$ cat src/rtl/cmd_arbiter_pkg.sv
`default_nettype none
// +-----------------------------------------------------------------------------+
// | cmd_arbiter_pkg : command codes, default widths and FSM states for          |
// |                   the DDR command-FIFO push arbiter.                        |
// | Revision 1.0                                                                |
// +-----------------------------------------------------------------------------+
package cmd_arbiter_pkg;

  localparam logic [1:0] CMD_READ  = 2'd0;
  localparam logic [1:0] CMD_WRITE = 2'd1;

  localparam int DEF_NUM_REQ = 2;
  localparam int DEF_ADDR_W  = 27;
  localparam int DEF_BURST_W = 6;
  localparam int DEF_DATA_W  = 128;
  localparam int DEF_MASK_W  = 16;

  typedef enum logic [0:0] {
    ST_IDLE  = 1'b0,
    ST_BURST = 1'b1
  } state_t;

  function automatic int idx_w(input int n);
    return (n > 1) ? $clog2(n) : 1;
  endfunction

endpackage
`default_nettype wire

$ cat src/rtl/cmd_arbiter_if.sv
`default_nettype none
// +-----------------------------------------------------------------------------+
// | cmd_arbiter_if : requester-side and FIFO-push-side bundle of cmd_arbiter.   |
// | Revision 1.0                                                                |
// +-----------------------------------------------------------------------------+
interface cmd_arbiter_if #(
  parameter int NUM_REQ = cmd_arbiter_pkg::DEF_NUM_REQ,
  parameter int ADDR_W  = cmd_arbiter_pkg::DEF_ADDR_W,
  parameter int BURST_W = cmd_arbiter_pkg::DEF_BURST_W,
  parameter int DATA_W  = cmd_arbiter_pkg::DEF_DATA_W,
  parameter int MASK_W  = cmd_arbiter_pkg::DEF_MASK_W
);
  import cmd_arbiter_pkg::*;
  localparam int GID_W = idx_w(NUM_REQ);

  logic [NUM_REQ-1:0]         req_valid;
  logic [NUM_REQ-1:0]         req_ready;
  logic [2*NUM_REQ-1:0]       req_cmd_type;
  logic [ADDR_W*NUM_REQ-1:0]  req_addr;
  logic [BURST_W*NUM_REQ-1:0] req_burst_cnt;
  logic [DATA_W*NUM_REQ-1:0]  req_wt_data;
  logic [MASK_W*NUM_REQ-1:0]  req_wt_mask;

  logic                       io_push_valid;
  logic                       io_push_ready;
  logic [1:0]                 io_push_cmd_type;
  logic [ADDR_W-1:0]          io_push_addr;
  logic [BURST_W-1:0]         io_push_burst_cnt;
  logic [DATA_W-1:0]          io_push_wt_data;
  logic [MASK_W-1:0]          io_push_wt_mask;
  logic [GID_W-1:0]           grant_id;

  // slave is the arbiter's view; master is the requesters + FIFO side
  modport slave (
    input  req_valid, req_cmd_type, req_addr, req_burst_cnt, req_wt_data, req_wt_mask,
    input  io_push_ready,
    output req_ready,
    output io_push_valid, io_push_cmd_type, io_push_addr, io_push_burst_cnt,
    output io_push_wt_data, io_push_wt_mask, grant_id
  );

  modport master (
    output req_valid, req_cmd_type, req_addr, req_burst_cnt, req_wt_data, req_wt_mask,
    output io_push_ready,
    input  req_ready,
    input  io_push_valid, io_push_cmd_type, io_push_addr, io_push_burst_cnt,
    input  io_push_wt_data, io_push_wt_mask, grant_id
  );

endinterface
`default_nettype wire

$ cat src/rtl/cmd_arbiter_rr.sv
`default_nettype none
// +-----------------------------------------------------------------------------+
// | rr_arbiter : combinational rotating-priority picker; the first request      |
// |              after i_ptr (modulo NUM_REQ) wins.                             |
// | Revision 1.0                                                                |
// +-----------------------------------------------------------------------------+
module rr_arbiter #(
  parameter int NUM_REQ = 2,
  parameter int IDX_W   = 1
) (
  input  wire logic [NUM_REQ-1:0] i_req,
  input  wire logic [IDX_W-1:0]   i_ptr,
  output logic      [NUM_REQ-1:0] o_grant,
  output logic      [IDX_W-1:0]   o_idx
);

  logic [IDX_W-1:0] w_cand;
  logic             w_found;

  always_comb begin
    o_grant = '0;
    o_idx   = '0;
    w_found = 1'b0;
    w_cand  = '0;
    for (int k = 1; k <= NUM_REQ; k++) begin
      w_cand = IDX_W'((int'(i_ptr) + k) % NUM_REQ);
      if (!w_found && i_req[w_cand]) begin
        w_found         = 1'b1;
        o_idx           = w_cand;
        o_grant[w_cand] = 1'b1;
      end
    end
  end

endmodule
`default_nettype wire

$ cat src/rtl/cmd_arbiter.sv
`default_nettype none
// +-----------------------------------------------------------------------------+
// | cmd_arbiter : round-robin sharing of the DDR command-FIFO push port; write  |
// |               bursts lock the grant until every beat has been accepted.     |
// | Revision 1.0                                                                |
// +-----------------------------------------------------------------------------+
module cmd_arbiter
  import cmd_arbiter_pkg::*;
#(
  parameter int NUM_REQ = DEF_NUM_REQ,
  parameter int ADDR_W  = DEF_ADDR_W,
  parameter int BURST_W = DEF_BURST_W,
  parameter int DATA_W  = DEF_DATA_W,
  parameter int MASK_W  = DEF_MASK_W
) (
  input wire logic    clk,
  input wire logic    rstn,
  cmd_arbiter_if.slave bus
);

  localparam int GID_W = idx_w(NUM_REQ);

  state_t               r_state, w_state_nxt;
  logic [GID_W-1:0]     r_owner, r_rr_ptr, r_grant_id;
  logic [GID_W-1:0]     w_win_idx, w_sel;
  logic [NUM_REQ-1:0]   w_win_oh, w_ready;
  logic [BURST_W-1:0]   r_beats_left;
  logic                 w_slot_free, w_hs, r_push_valid;

  logic [1:0]           w_cmd, r_cmd;
  logic [ADDR_W-1:0]    w_addr, r_addr;
  logic [BURST_W-1:0]   w_burst, r_burst;
  logic [DATA_W-1:0]    w_data, r_data;
  logic [MASK_W-1:0]    w_mask, r_mask;

  rr_arbiter #(
    .NUM_REQ (NUM_REQ),
    .IDX_W   (GID_W)
  ) u_rr (
    .i_req   (bus.req_valid),
    .i_ptr   (r_rr_ptr),
    .o_grant (w_win_oh),
    .o_idx   (w_win_idx)
  );

  assign w_slot_free = !r_push_valid || bus.io_push_ready;
  assign w_sel       = (r_state == ST_BURST) ? r_owner : w_win_idx;

  always_comb begin
    w_state_nxt = r_state;
    w_ready     = '0;
    case (r_state)
      ST_IDLE:  w_ready = w_win_oh & {NUM_REQ{w_slot_free}};
      ST_BURST: w_ready[r_owner] = w_slot_free;
      default:  w_ready = '0;
    endcase
    // an accept during reset would be silently lost, so ready is gated by rstn
    w_ready = w_ready & {NUM_REQ{rstn}};
    w_hs    = |(bus.req_valid & w_ready);
    if (w_hs) begin
      if (r_state == ST_IDLE) begin
        if (w_cmd == CMD_WRITE && w_burst != '0) w_state_nxt = ST_BURST;
      end else if (r_beats_left == BURST_W'(1)) begin
        w_state_nxt = ST_IDLE;
      end
    end
  end

  always_comb begin
    w_cmd   = '0;
    w_addr  = '0;
    w_burst = '0;
    w_data  = '0;
    w_mask  = '0;
    for (int i = 0; i < NUM_REQ; i++) begin
      if (w_sel == GID_W'(i)) begin
        w_cmd   = bus.req_cmd_type[2*i +: 2];
        w_addr  = bus.req_addr[ADDR_W*i +: ADDR_W];
        w_burst = bus.req_burst_cnt[BURST_W*i +: BURST_W];
        w_data  = bus.req_wt_data[DATA_W*i +: DATA_W];
        w_mask  = bus.req_wt_mask[MASK_W*i +: MASK_W];
      end
    end
  end

  always_ff @(posedge clk or negedge rstn) begin
    if (!rstn) r_state <= ST_IDLE;
    else       r_state <= w_state_nxt;
  end

  // rr_ptr only advances when a command completes, so a burst owner cannot re-win early
  always_ff @(posedge clk or negedge rstn) begin
    if (!rstn) begin
      r_rr_ptr     <= GID_W'(NUM_REQ - 1);
      r_owner      <= '0;
      r_beats_left <= '0;
    end else if (w_hs) begin
      if (r_state == ST_IDLE) begin
        if (w_state_nxt == ST_BURST) begin
          r_owner      <= w_win_idx;
          r_beats_left <= w_burst;
        end else begin
          r_rr_ptr <= w_win_idx;
        end
      end else begin
        r_beats_left <= r_beats_left - BURST_W'(1);
        if (r_beats_left == BURST_W'(1)) r_rr_ptr <= r_owner;
      end
    end
  end

  always_ff @(posedge clk or negedge rstn) begin
    if (!rstn) begin
      r_push_valid <= 1'b0;
      r_grant_id   <= '0;
      r_cmd        <= '0;
      r_addr       <= '0;
      r_burst      <= '0;
      r_data       <= '0;
      r_mask       <= '0;
    end else if (w_hs) begin
      r_push_valid <= 1'b1;
      r_grant_id   <= w_sel;
      r_cmd        <= w_cmd;
      r_addr       <= w_addr;
      r_burst      <= w_burst;
      r_data       <= w_data;
      r_mask       <= w_mask;
    end else if (bus.io_push_ready) begin
      r_push_valid <= 1'b0;
    end
  end

  assign bus.req_ready         = w_ready;
  assign bus.io_push_valid     = r_push_valid;
  assign bus.io_push_cmd_type  = r_cmd;
  assign bus.io_push_addr      = r_addr;
  assign bus.io_push_burst_cnt = r_burst;
  assign bus.io_push_wt_data   = r_data;
  assign bus.io_push_wt_mask   = r_mask;
  assign bus.grant_id          = r_grant_id;

endmodule
`default_nettype wire
$ cat src/flat_wrapper.sv
// flat-port wrapper written by rule: the top's interface ports become plain ports
module cmd_arbiter_flat import cmd_arbiter_pkg::*;
#(
  parameter int NUM_REQ = DEF_NUM_REQ,
  parameter int ADDR_W  = DEF_ADDR_W,
  parameter int BURST_W = DEF_BURST_W,
  parameter int DATA_W  = DEF_DATA_W,
  parameter int MASK_W  = DEF_MASK_W
)
  (clk, rstn, bus_req_valid, bus_req_cmd_type, bus_req_addr, bus_req_burst_cnt, bus_req_wt_data, bus_req_wt_mask, bus_io_push_ready, bus_req_ready, bus_io_push_valid, bus_io_push_cmd_type, bus_io_push_addr, bus_io_push_burst_cnt, bus_io_push_wt_data, bus_io_push_wt_mask, bus_grant_id);
  cmd_arbiter_if #(.NUM_REQ(NUM_REQ), .ADDR_W(ADDR_W), .BURST_W(BURST_W), .DATA_W(DATA_W), .MASK_W(MASK_W)) bus_i ();
  input wire logic clk;
  input wire logic rstn;
  input wire logic [$bits(bus_i.req_valid)-1:0] bus_req_valid;
  input wire logic [$bits(bus_i.req_cmd_type)-1:0] bus_req_cmd_type;
  input wire logic [$bits(bus_i.req_addr)-1:0] bus_req_addr;
  input wire logic [$bits(bus_i.req_burst_cnt)-1:0] bus_req_burst_cnt;
  input wire logic [$bits(bus_i.req_wt_data)-1:0] bus_req_wt_data;
  input wire logic [$bits(bus_i.req_wt_mask)-1:0] bus_req_wt_mask;
  input wire logic [$bits(bus_i.io_push_ready)-1:0] bus_io_push_ready;
  output wire logic [$bits(bus_i.req_ready)-1:0] bus_req_ready;
  output wire logic [$bits(bus_i.io_push_valid)-1:0] bus_io_push_valid;
  output wire logic [$bits(bus_i.io_push_cmd_type)-1:0] bus_io_push_cmd_type;
  output wire logic [$bits(bus_i.io_push_addr)-1:0] bus_io_push_addr;
  output wire logic [$bits(bus_i.io_push_burst_cnt)-1:0] bus_io_push_burst_cnt;
  output wire logic [$bits(bus_i.io_push_wt_data)-1:0] bus_io_push_wt_data;
  output wire logic [$bits(bus_i.io_push_wt_mask)-1:0] bus_io_push_wt_mask;
  output wire logic [$bits(bus_i.grant_id)-1:0] bus_grant_id;
  assign bus_i.req_valid = bus_req_valid;
  assign bus_i.req_cmd_type = bus_req_cmd_type;
  assign bus_i.req_addr = bus_req_addr;
  assign bus_i.req_burst_cnt = bus_req_burst_cnt;
  assign bus_i.req_wt_data = bus_req_wt_data;
  assign bus_i.req_wt_mask = bus_req_wt_mask;
  assign bus_i.io_push_ready = bus_io_push_ready;
  assign bus_req_ready = bus_i.req_ready;
  assign bus_io_push_valid = bus_i.io_push_valid;
  assign bus_io_push_cmd_type = bus_i.io_push_cmd_type;
  assign bus_io_push_addr = bus_i.io_push_addr;
  assign bus_io_push_burst_cnt = bus_i.io_push_burst_cnt;
  assign bus_io_push_wt_data = bus_i.io_push_wt_data;
  assign bus_io_push_wt_mask = bus_i.io_push_wt_mask;
  assign bus_grant_id = bus_i.grant_id;
  cmd_arbiter #(.NUM_REQ(NUM_REQ), .ADDR_W(ADDR_W), .BURST_W(BURST_W), .DATA_W(DATA_W), .MASK_W(MASK_W)) u_core (.clk(clk), .rstn(rstn), .bus(bus_i));
endmodule
$ cat config.mk
export PLATFORM = sky130hd
export DESIGN_NAME = cmd_arbiter_flat
export DESIGN_NICKNAME = d
export VERILOG_FILES = /design/src/rtl/cmd_arbiter_pkg.sv /design/src/rtl/cmd_arbiter_if.sv /design/src/rtl/cmd_arbiter_rr.sv /design/src/rtl/cmd_arbiter.sv /design/src/flat_wrapper.sv
export SDC_FILE = /design/constraint.sdc
export NUM_CORES = 1
export LEC_CHECK = 0
export CORE_AREA = 8 8 206 208
export CTS_BUF_LIST = sky130_fd_sc_hd__clkbuf_8
export CTS_CLUSTER_DIAMETER = 150
export DETAILED_ROUTE_END_ITERATION = 16
export DIE_AREA = 0 0 214 216
export PLACE_DENSITY = 0.53
export SLEW_MARGIN = 20
export SYNTH_ARGS = -nofsm -noshare
export SYNTH_HDL_FRONTEND = slang
export SYNTH_SLANG_ARGS = --single-unit
$ cat constraint.sdc
create_clock -name clk -period 6.5 [get_ports clk]
set_input_delay 1.95 -clock clk [delete_from_list [all_inputs] [get_ports clk]]
set_output_delay 1.95 -clock clk [all_outputs]
set_load 0.1 [all_outputs]
=== Word-level counts from Yosys, hierarchy flattened ===
Cells that the tools add are included.

* Input port bits: 363
* Output and inout port bits: 183
* Logic and storage cells: 78
* Bits in registers: 190

* Add/sub/neg operators: 3
* Reductions and logical operators: 15
* Bitwise logic cells: 6
* Eq/ne operators: 4
* Muxes and demuxes: 33
* $lt $le $gt $ge: 6

{| class="wikitable"
|+ Operators with widths
! cell !! count
|-
| 128-bit 2-to-1 mux || 1
|-
| 27-bit 2-to-1 mux || 1
|-
| 1-bit 2-to-1 mux || 20
|-
| 6-bit 2-to-1 mux || 3
|-
| 16-bit 2-to-1 mux || 1
|-
| 2-bit AND || 4
|-
| 6-bit by 1-bit == test with 1-bit output, second input constant || 1
|-
| 1-bit by 2-bit < comparator with 1-bit output, second input constant || 3
|-
| 2-bit 2-to-1 mux || 3
|-
| 3-bit AND reduction || 2
|-
| 6-bit nonzero test || 1
|-
| 6-bit by 1-bit subtractor with 6-bit output, second input constant || 1
|-
| 1-bit logical AND || 5
|-
| 2-bit case mux with 2 select lines || 1
|-
| 2-bit nonzero test || 2
|-
| 1-bit demux with 1-bit select || 3
|-
| 1-bit greater-or-equal comparator, second input constant || 3
|-
| 1-bit adder, second input constant || 2
|-
| 2-bit by 1-bit == test with 1-bit output, second input constant || 1
|-
| 1-bit zero test || 2
|-
| 2-bit by 1-bit != test with 1-bit output, second input constant || 1
|-
| 2-bit != test, second input constant || 1
|-
| 2-bit OR || 1
|-
| 2-bit AND reduction || 1
|-
| other kinds (3) || 3
|}

=== Logic depth before layout (Yosys ltp) ===
* Word-level depth: 16
* Gate-level depth with buffers: 9
* Gate-level depth less buffers: 7

=== Modules after synthesis ===
Synthesis repeated with hierarchy kept, for this count alone.

* Cell total of the unflattened synthesis: 873
* Area, all modules: 9011.1 sq um

{| class="wikitable"
|+ Modules (own cells, without submodules)
! module !! instances !! cells an instance !! area each (sq um) !! seq. area each (sq um)
|-
| cmd_arbiter || 1 || 869 || 8984.9 || 4755.8
|-
| rr_arbiter || 1 || 4 || 26.3 || 0.0
|}

=== Worst setup path before layout ===
No wires, ideal clock.

* Kind: input -> output
* Start: input port bus_req_valid[0]
* End: output port bus_req_ready[1]
* Setup slack: 0.426 ns
* Arrival: 4.124 ns
* Buffers on the path: 3
* Required time: 4.550 ns
* Stages: 6
* Cell sequence: and2_1 o31a_1 buf_2 buf_2 clkbuf_1 nor2_1

* Longest elaborated chain between the ends: 9
* Elaborated cells between the ends (all ways): 13
* Those cells by class: mux (8); bitwise (3); reduce/logical (2)

{| class="wikitable"
|+ Ends and longest elaborated chain
! item !! RTL line !! text
|-
| start, declared || flat_wrapper.sv:14 || <nowiki>input wire logic [$bits(bus_i.req_valid)-1:0] bus_req_valid;</nowiki>
|-
| 1-bit 2-to-1 mux (not written as such) (2 in series) || cmd_arbiter_rr.sv:27 || <nowiki>if (!w_found && i_req[w_cand]) begin</nowiki>
|-
| 1-bit 2-to-1 mux || cmd_arbiter_rr.sv:27 ||
|-
| 1-bit zero test || cmd_arbiter_rr.sv:27 ||
|-
| 1-bit logical AND || cmd_arbiter_rr.sv:27 ||
|-
| 2-bit 2-to-1 mux (*) || cmd_arbiter_rr.sv:27 ||
|-
| 2-bit AND (*) || cmd_arbiter.sv:53 || <nowiki>ST_IDLE: w_ready = w_win_oh & {NUM_REQ{w_slot_free}};</nowiki>
|-
| 2-bit case mux with 2 select lines (*) || cmd_arbiter.sv:52 || <nowiki>case (r_state)</nowiki>
|-
| 2-bit AND (*) || cmd_arbiter.sv:58 || <nowiki>w_ready = w_ready & {NUM_REQ{rstn}};</nowiki>
|-
| end, declared || flat_wrapper.sv:21 || <nowiki>output wire logic [$bits(bus_i.req_ready)-1:0] bus_req_ready;</nowiki>
|}

Every way passes the cells marked *; elsewhere a longest branch is shown, timed or not. The select of a mux whose other input is x is not followed.

=== Final worst setup path ===
* Start: input port bus_req_valid[1]
* End: output port bus_req_ready[1]

Same word-level chain as after synthesis.

==> summary.md <==
| Metric | Value |
|---|---|
| Status | complete, no violations |
| Post-Synthesis Cells | 867 |
| Wire length per cell | ~21 microns |
| Clk_skew | between 0.01 and 0.015 ns |
| Top cell type's share of synthesized area | 0.5283 |
| Grt met2 use | 0.2838 |
| Synth Flop Type | dfrtp_1 |
| TNS Setup | 0 ns |
| Filler instances | 3909 |
| Worst Setup End Kind | output port |
| Fmax | 190.2 MHz |
| Via density | 4.231 |
| Post-synth EDFFs | 0 |
| Actual slew at the worst max-slew pin | 1.120 ns |
| Synth Area in Simple Gates | 0.09713 |
| Total congestion overflow | 0 |
| Vias in the first global route | 8678 |
| Core ar. | just under 40000 sq um |
| Critical Path RT | ~4.6 ns |
| Kind of critical path | in -> out |
| Worst path bufs/invs | 3 |
| Post-synthesis mux area share | 0.2053 |
| Pin count of the biggest net entering global routing | around 110 |
| Main combinational cell family by area after synthesis | multiplexers |
| Root Buffer | clkbuf_8 |
| First-pass GRT wire length | 58.55 mm |
| Compound-Gate Fraction of Synth Area | 0.1244 |
| Iter 0 DRT Violations | 359 |
| Adder-cell share of the synthesized area | 0.002795 |
| Critical path's slowest cell | clkdlybuf4s50_1 |
| H-Tree Depth | 4 |
| GR Util met1 | 0.1933 |
| Xor-xnor portion of the synthesized cell area | 0 |
| Slowest cell delay on critical path | 0.56 ns |
| Initial antenna violation count | 9 |
| Clk sink count | between 150 and 200 |
| Die W | approximately 210 microns |
| Die area | 46220 sq um |
| Total wire length after detailed routing | 39.87 mm |
| M3 GR Usage | 0.07497 |
| Antenna-violating nets left | 0 |
| Fraction of registers with async set/reset | 1.000 |
| CP Data Arrival Time | 3.31 ns |
| DP Wirelength | about 32 mm |
| Crit-path cells | clkdlybuf4s50_1 > inv_2 > o31a_2 > nor2_1 > buf_12 |
| Multi-input gate area | 3850 sq um |
| Fin. Hold Viols | 0 |
| FP Rows | 73 |
| Area contributors post-synth | dfrtp_1 (53%), mux2i_1 (20%), o21ai_0 (9.7%), nand2_1 (7.6%), buf_2 (1.7%) |
| FF+latch count, synth | 190 |
| Post-Syn Area | slightly below 9000 sq um |
| Slew headroom | 0.2511 |
| Distinct cells, synth | 38 |
| Via count | 8157 |
| Grt peak-use layer | met2 |
| Layout cells sized above 1 | 0.04226 |
| Final Wtd Congestion | 0.8649 |
| Max FO, Critical Path | 3 |
| DRC | 0 |
| Sequential cell area | 4756 sq um |
| Total GRT Usage | 0.1683 |
| Pre-Repair DR Iteration Count | 5 |
| CTS Hold Bufs | 0 |
| Final Slew Violations | 0 |
| Max-Cap Viols | 0 |
| Final min period | 5.257 ns |
| Syn avg cell area | 10.33 sq um |
| Worst path top cell family by delay | buffers and inverters |
| Setup violators final | 0 |
| Crit start category | input port |
| Total CTS buffers | 17 |
| Clk Latency, worst-skew pair | 0.49 ns |
| Seq/Total Area, Yosys | 0.5312 |
| Final period util | 0.8088 |
| Synth warnings | 0 |
| Nets | 1748 |
| Die Height | 216 microns |
| CTS tree | built |
| Cts repair resizes | 0 |
| Post-synth top area cell | dfrtp_1 |
| Buffer count from post-CTS setup fixing | 0 |
| Hold Crit Class | reg -> reg |
| Top-Level Pins | 546 |
| Syn nets | roughly 1200 |
| Port Buf Inserts | 545 |
| RSZ-0062 raised after global routing | false |
| Initial Util | 0.2285 |
| Layout area overhead | 71.53% |
| Maximum buffer depth of the clock tree | 2 |
| CTS clock-pin slew for the worst setup and hold paths | 0.10 ns |
-- layout by cell type, fill, tap and decap left out, types with 9 or more instances in the layout --
master and n:
buf_4 10, clkbuf_8 20, a21oi_1 9, o21ai_0 174, nor2_1 12, dfrtp_1 189
clkdlybuf4s50_1 542, mux2i_1 181, nand2_1 181
-- synth_stat cells, types with 2 or more instances --
cell type and instances:
nand2b_1 4, inv_1 5, nor2_1 12, a2bb2oi_1 4, nand2_1 181, buf_2 31, o21ai_0 174, ha_1 2
nand3_1 3, o311a_1 5, nand4_1 4, o31ai_1 4, buf_4 12, nor4_1 2, nor3_1 3, a21oi_1 9
or2_2 2, a21o_1 3, clkbuf_1 19, and2_1 2, dfrtp_1 189, mux2i_1 181
-- cells by family (layout without fill, tap and decap cells) --
family                     count (synthesis)  in the layout
and+or+nand+nor                          217            217
muxes                                    183            183
adders and majority gates                  2              2
AOI/OAI and AO/OA                        206            206
DFF                                      190            190
buffers and inverters                     69            598
other                                      0              7
-- final timing paths --
check                                                                 start                                           to  slack, ns  cells after the start
worst max-delay path                                       bus_req_valid[1]                             bus_req_ready[1]       1.24                      5
worst min-delay path            u_core.bus.io_push_burst_cnt[0]$_DFFE_PN0P_  u_core.bus.io_push_burst_cnt[0]$_DFFE_PN0P_       0.49                      2
worst max register to register                     u_core.r_state$_DFF_PN0_   u_core.bus.io_push_wt_data[27]$_DFFE_PN0P_       3.54                      5
worst min register to register  u_core.bus.io_push_burst_cnt[0]$_DFFE_PN0P_  u_core.bus.io_push_burst_cnt[0]$_DFFE_PN0P_       0.49                      2
max in group asynchronous                                              rstn   u_core.bus.io_push_wt_data[32]$_DFFE_PN0P_       3.42                      3
min in group asynchronous                                              rstn   u_core.bus.io_push_wt_data[81]$_DFFE_PN0P_       1.36                      1
-- sequential cells by signal (all words and copies together), names as in the netlist --
name,count
u_core.bus.io_push_valid,1
u_core.bus.io_push_wt_data,128
u_core.bus.io_push_cmd_type,2
u_core.r_beats_left,6
u_core.bus.io_push_addr,27
u_core.r_owner,1
u_core.bus.io_push_burst_cnt,6
u_core.bus.grant_id,1
u_core.bus.io_push_wt_mask,16
u_core.r_rr_ptr,1
u_core.r_state,1
-- cell type report --
class                      instances  share of cell area
timing repair buffer             560              0.3682
sequential                       190              0.3097
multi-input combinational        608              0.2507
tap                              525             0.04278
clock buffer                      19             0.01703
clock inverter                    13            0.008963
inverter                           6            0.001467
antenna                            7            0.001141
-- routing by layer --
| metal | up-vias | wire length [microns] |
|---|---|---|
| met5 | - | 10 |
| met4 | 2 | 549 |
| met3 | 30 | 3790 |
| met2 | 374 | 19210 |
| met1 | 3709 | 16310 |
| li1 | 4042 | - |
-- worst reg2reg max path, delay by kind of cell, from the launching register on --
| family | cells | cell delay [ns] |
|---|---|---|
| flip-flops | 1 | 0.74 |
| buffers and inverters | 1 | 0.36 |
| AND/OR/NAND/NOR | 2 | 1.05 |
| AO/OA/AOI/OAI | 2 | 0.69 |
-- stage by stage --
stage / utilization / worst slack (ns) / hold WS (ns) / area (sq um) / cells
2_1_floorplan: - / 0.4262 / 0.4528 / 8952 / 867
3_3_place_gp: 0.3813 / 1.230 / 0.4612 / 14940 / 1889
3_5_place_dp: 0.3813 / 1.244 / 0.4694 / 14940 / 1889
4_1_cts: 0.3914 / 1.236 / 0.4934 / 15340 / 1921
5_1_grt: 0.3916 / 1.158 / 0.5129 / 15340 / 1923
6_report: 0.3919 / 1.243 / 0.4854 / 15360 / 1928
Power is left out: the tool's default activity adds up to more than one toggle a clock period on the data nets, which glitch-free logic cannot reach.
